<file path="config.mk">
export PLATFORM = sky130hd
export DESIGN_NAME = decoder_nto2n_seq
export DESIGN_NICKNAME = d
export VERILOG_FILES = /design/src/rtl/decoder_nto2n_seq.sv
export SDC_FILE = /design/constraint.sdc
export NUM_CORES = 1
export LEC_CHECK = 0
export BUFFER_PORTS_ARGS = -buffer_cell sky130_fd_sc_hd__buf_4
export CAP_MARGIN = 20
export CORE_MARGIN = 2
export CORE_UTILIZATION = 30
export CTS_BUF_LIST = sky130_fd_sc_hd__clkbuf_16
export DETAILED_ROUTE_END_ITERATION = 6
export GPL_TIMING_DRIVEN = 0
export PLACE_DENSITY_LB_ADDON = 0.2
export SETUP_SLACK_MARGIN = 0.1
export SLEW_MARGIN = 20
export SYNTH_ARGS = -nofsm -noshare
export SYNTH_HDL_FRONTEND = slang
export SYNTH_SLANG_ARGS = --single-unit
</file>
<file path="constraint.sdc">
create_clock -name clk -period 3.12 [get_ports clk]
set_clock_uncertainty 0.1 [all_clocks]
set_input_delay 0.156 -clock clk [delete_from_list [all_inputs] [get_ports clk]]
set_output_delay 0.156 -clock clk [all_outputs]
set_load 0.01 [all_outputs]
</file>
<file path="src/rtl/decoder_nto2n_seq.sv">
// Registered N-to-2^N one-hot decoder with direct,
// scan-up, scan-down and hold modes plus wrap pulse.
module decoder_nto2n_seq #(
  parameter int N       = 3,
  parameter int OUT_W   = 2**N,
  parameter int DWELL_W = 8
) (
  input  logic               clk,
  input  logic               rst_n,
  input  logic               en,
  input  logic [1:0]         mode,
  input  logic [N-1:0]       in,
  input  logic               in_valid,
  output logic               in_ready,
  input  logic [DWELL_W-1:0] dwell,
  output logic [OUT_W-1:0]   d,
  output logic               d_valid,
  output logic [N-1:0]       idx,
  output logic               wrap
);

  typedef enum logic [1:0] {
    M_DIRECT = 2'b00,
    M_UP     = 2'b01,
    M_DOWN   = 2'b10,
    M_HOLD   = 2'b11
  } mode_e;

  localparam logic [OUT_W-1:0] ONE = OUT_W'(1);
  localparam logic [N-1:0]     TOP = '1;
  localparam logic [N-1:0]     BOT = '0;

  mode_e               cur;
  mode_e               prev_mode;
  logic                prev_en;
  logic [DWELL_W-1:0]  cnt;
  logic [DWELL_W-1:0]  cnt_n;
  logic [N-1:0]        idx_n;
  logic                dv_n;
  logic                wrap_n;
  logic                chg;
  logic                step;
  logic [OUT_W-1:0]    d_n;

  assign cur      = mode_e'(mode);
  assign in_ready = en & (cur == M_DIRECT);
  assign chg      = (cur != prev_mode) | (en & ~prev_en);
  assign step     = (cnt >= dwell);

  // next-state: index, valid, dwell counter and wrap pulse
  always_comb begin
    idx_n  = idx;
    dv_n   = d_valid;
    cnt_n  = cnt;
    wrap_n = 1'b0;
    if (!en) begin
      dv_n  = 1'b0;
      cnt_n = '0;
    end else begin
      unique case (cur)
        M_DIRECT: begin
          if (chg) cnt_n = '0;
          if (in_valid && in_ready) begin
            idx_n = in;
            dv_n  = 1'b1;
          end
        end
        M_UP: begin
          dv_n = 1'b1;
          if (chg) begin
            cnt_n = '0;
          end else if (step) begin
            cnt_n  = '0;
            idx_n  = idx + 1'b1;
            wrap_n = (idx == TOP);
          end else begin
            cnt_n = cnt + 1'b1;
          end
        end
        M_DOWN: begin
          dv_n = 1'b1;
          if (chg) begin
            cnt_n = '0;
          end else if (step) begin
            cnt_n  = '0;
            idx_n  = idx - 1'b1;
            wrap_n = (idx == BOT);
          end else begin
            cnt_n = cnt + 1'b1;
          end
        end
        M_HOLD: begin
          if (chg) cnt_n = '0;
        end
        default: ;
      endcase
    end
    d_n = dv_n ? (ONE << idx_n) : '0;
  end

  // state registers with synchronous active-low reset
  always_ff @(posedge clk) begin
    if (!rst_n) begin
      d         <= '0;
      d_valid   <= 1'b0;
      idx       <= '0;
      wrap      <= 1'b0;
      cnt       <= '0;
      prev_mode <= M_DIRECT;
      prev_en   <= 1'b0;
    end else begin
      d         <= d_n;
      d_valid   <= dv_n;
      idx       <= idx_n;
      wrap      <= wrap_n;
      cnt       <= cnt_n;
      prev_mode <= cur;
      prev_en   <= en;
    end
  end

endmodule

</file>
==> run_results.csv <==
group,metric,value,unit
logic_synthesis,synth_area_leader_cell,"dfxtp_1",
placement,portBuffers,30,
sta,min_period_over_period,0.8299,
die,core_region_area,4692,µm²
power,vdd_ir_drop_max,0.1957,mV
power,p_switching,157.0,µW
placement,pre_cts_ws,0.5602,ns
sta,hold_ws,0.05645,ns
clocking,clkSlewWorstSetupHoldPaths,0.06,ns
setup_path,critPathSlowestCell,"a2111oi_2",
global_routing,grt_max_degree,13,
die,io_pins,31,
setup_path,startpoint_type,"flip-flop",
setup_path,path_cells,"inv_1, ha_1, nand2b_1, a2111oi_2, nor3_1, and4b_2, buf_4, a41oi_1, a311oi_1",
logic_synthesis,synth_area,1443,µm²
clocking,post_cts_resized,0,
clocking,clkLatencyLatePin,0.25,ns
route,drt_iter0_markers,82,
setup_path,worst-path-buf-inv,2,
sta,slew_headroom,0.6249,
power,power.leakage,0.7818,nW
clocking,clockRootBuffer,"clkbuf_16",
placement,place_hpwl,2542,µm
power,p_sw_frac,0.2301,
die,placementRows,25,
route,antenna_left,0,
clocking,clock_sinks,24,
setup_path,path_max_fanout,10,
clocking,cts_tree,"built",
logic_synthesis,syn_inst,162,
route,routed_via_density,5.277,
route,firstDrtPassIters,4,
die,start_util,0.3075,
sta,finalHoldViolations,0,
global_routing,grt_pass1_wl,5644,µm
setup_path,cp.arrival,2.65,ns
sta,setup_ws,0.5308,ns
clocking,cts_max_level,1,
final_layout,diodes,0,
logic_synthesis,yosysSeqAreaShare,0.3330,
route,wl,3240,µm
setup_path,endpoint_kind,"flip-flop",
job,drv_cap,0,
clocking,clockBufferDepth,2,
placement,routabilityCongestion,0.7436,
sta,period_needed,2.589,ns
final_layout,drive_above_1_share,0.2051,
route,wl_per_cell,13.01,µm
logic_synthesis,syn-num-nets,196,
die,die_h,73.35,µm
sta,setup_tns,0,ns
logic_synthesis,synth_cell_types,37,
logic_synthesis,synth.top_cell.area_share,0.3330,
power,p_comb_frac,0.144,
sta,setup_viol,0,
power,power,682.5,µW
route,drc,0,
logic_synthesis,netlist_top_cells_area,"dfxtp_1 33%, ha_1 15%, a21oi_1 4.2%",
setup_path,critical_path_class,"flip-flop to flip-flop",
power,seq_power_share,0.461,
sta,grt_setup_unrepaired,"false",
logic_synthesis,ys_warn_count,0,
setup_path,required,3.19,ns
global_routing,antenna_found_initial,0,
final_layout,fillCellCount,499,
power,power_density,377.0,nW/µm²
logic_synthesis,synth_seq_cells,24,
global_routing,grt_pass1_vias,1243,
clocking,ctsHoldBuffers,0,
outcome,status,"finished clean",
clocking,postCtsSetupBuffers,0,
global_routing,track_usage,0.1326,
final_layout,area_growth,25.50,%
placement,postPlaceCellArea,1735,µm²
setup_path,cpLargestDelayFamily,"compound AO/OA/AOI/OAI gates",
power,power_report.internal_total,525.5,µW
setup_path,crit_path_max_incr_delay,0.55,ns
sta,max_freq,386.2,MHz
logic_synthesis,avgSynthCellArea,8.905,µm²
die,fp.dieW,73.35,µm
worst_hold_path,hold_class,"input port to flip-flop",
route,vias,1314,
power,clkPwrFrac,0.395,
global_routing,overflow,0,
sta,report.final.slew_viol_count,0,
final_layout,final_cell_area,1810,µm²
die,dieArea,5379,µm²
clocking,cts_buffers,3,
sta,worst_slew_pin_slew,0.5579,ns
final_layout,fin_nets,231,
-- cell families after synthesis --
family / count (synthesis) / share of synthesized area
AO/OA/AOI/OAI: 44 / 0.2298
XOR/XNOR: 2 / 0.01214
adder cells (fa/ha/maj): 17 / 0.1474
buffers and inverters: 17 / 0.04684
flip-flops: 24 / 0.3330
multiplexers: 2 / 0.01388
AND/OR/NAND/NOR: 56 / 0.2168
-- area by class of cell --
class / count / area, µm² / share of cell area
inverter: 16 / 60.06 / 0.03317
tap: 54 / 67.56 / 0.03732
multi-input combinational: 121 / 894.6 / 0.4941
clock buffer: 3 / 75.07 / 0.04147
timing repair buffer: 30 / 225.2 / 0.1244
buffer: 1 / 7.507 / 0.004147
sequential: 24 / 480.5 / 0.2654
-- layout by cell type, fill, tap and decap left out, types with 2 or more instances in the layout --
master     instances
o21ai_0            2
a41oi_1            2
a22oi_1            2
o21a_1             2
nor2b_1            2
xnor2_1            2
ha_1              17
nor4_1             4
nor2_1            10
buf_4             31
nand3_1            6
nor3_1             3
inv_1             16
o31ai_1            2
nand4_1            2
dfxtp_1           24
and3_1             5
clkbuf_16          3
nand2_1            7
and2_1             4
a21oi_1           12
a311oi_1           6
o221a_2            2
mux2i_1            2
a211oi_1           4
o31a_1             2
o211ai_1           3
nand2b_1           8
-- metal layers --
metal	up-vias	GRT usage	share of wire
met1	606	0.1767	0.48
li1	677	-	-
met3	4	0.03155	0.034
met5	-	0	0
met2	27	0.2172	0.48
met4	0	0.03030	0.0093
-- worst reg2reg max path, delay by kind of cell (launching register included) --
family | cells | cell delay, ns
compound gates | 3 | 0.91
fa+ha+maj | 1 | 0.26
buf+inv | 2 | 0.27
flops | 1 | 0.35
simple gates | 3 | 0.60
-- registers in the layout (all words and copies together) (netlist names) --
register	count
d	8
d_valid	1
prev_en	1
cnt	8
idx	3
prev_mode	2
wrap	1
-- stage by stage --
stage / std cells / util
3_3_place_gp: 246 / 0.3699
2_1_floorplan: 162 / -
5_1_grt: 249 / 0.3859
4_1_cts: 249 / 0.3859
3_5_place_dp: 246 / 0.3699
6_report: 249 / 0.3859
-- cells in the mapped netlist --
cell type	number
a2111oi_2	1
a211oi_1	4
a21bo_1	1
a21oi_1	12
a221o_1	1
a22oi_1	2
a311oi_1	6
a41oi_1	2
and2_1	4
and3_1	5
and3_2	1
and4b_2	1
buf_4	1
dfxtp_1	24
ha_1	17
inv_1	16
mux2i_1	2
nand2_1	7
nand2b_1	8
nand3_1	6
nand4_1	2
nand4b_1	1
nor2_1	10
nor2b_1	2
nor3_1	3
nor4_1	4
nor4b_1	1
o211a_1	1
o211ai_1	3
o21a_1	2
o21ai_0	2
o221a_2	2
o221ai_1	1
o31a_1	2
o31ai_1	2
or4_4	1
xnor2_1	2
-- power by group through the flow --
stage | registers, mW | clock network [mW] | logic, mW
4_1_cts | 0.315 | 0.279 | 0.0991
6_report | 0.315 | 0.269 | 0.0984
5_1_grt | 0.315 | 0.297 | 0.111
3_5_place_dp | 0.321 | 0 | 0.0985
3_3_place_gp | 0.321 | 0 | 0.0981
2_1_floorplan | 0.322 | 0 | 0.0581
-- path summary, 6_finish.rpt --
path	start	to	slack [ns]	cells past startpoint
min	mode[1]	prev_mode[1]	0.06	2
max	cnt[0]	cnt[7]	0.53	9
max reg2reg	cnt[0]	cnt[7]	0.53	9
min reg2reg	cnt[7]	cnt[7]	0.40	1
Note: power is estimated with default switching activity, not from simulation.
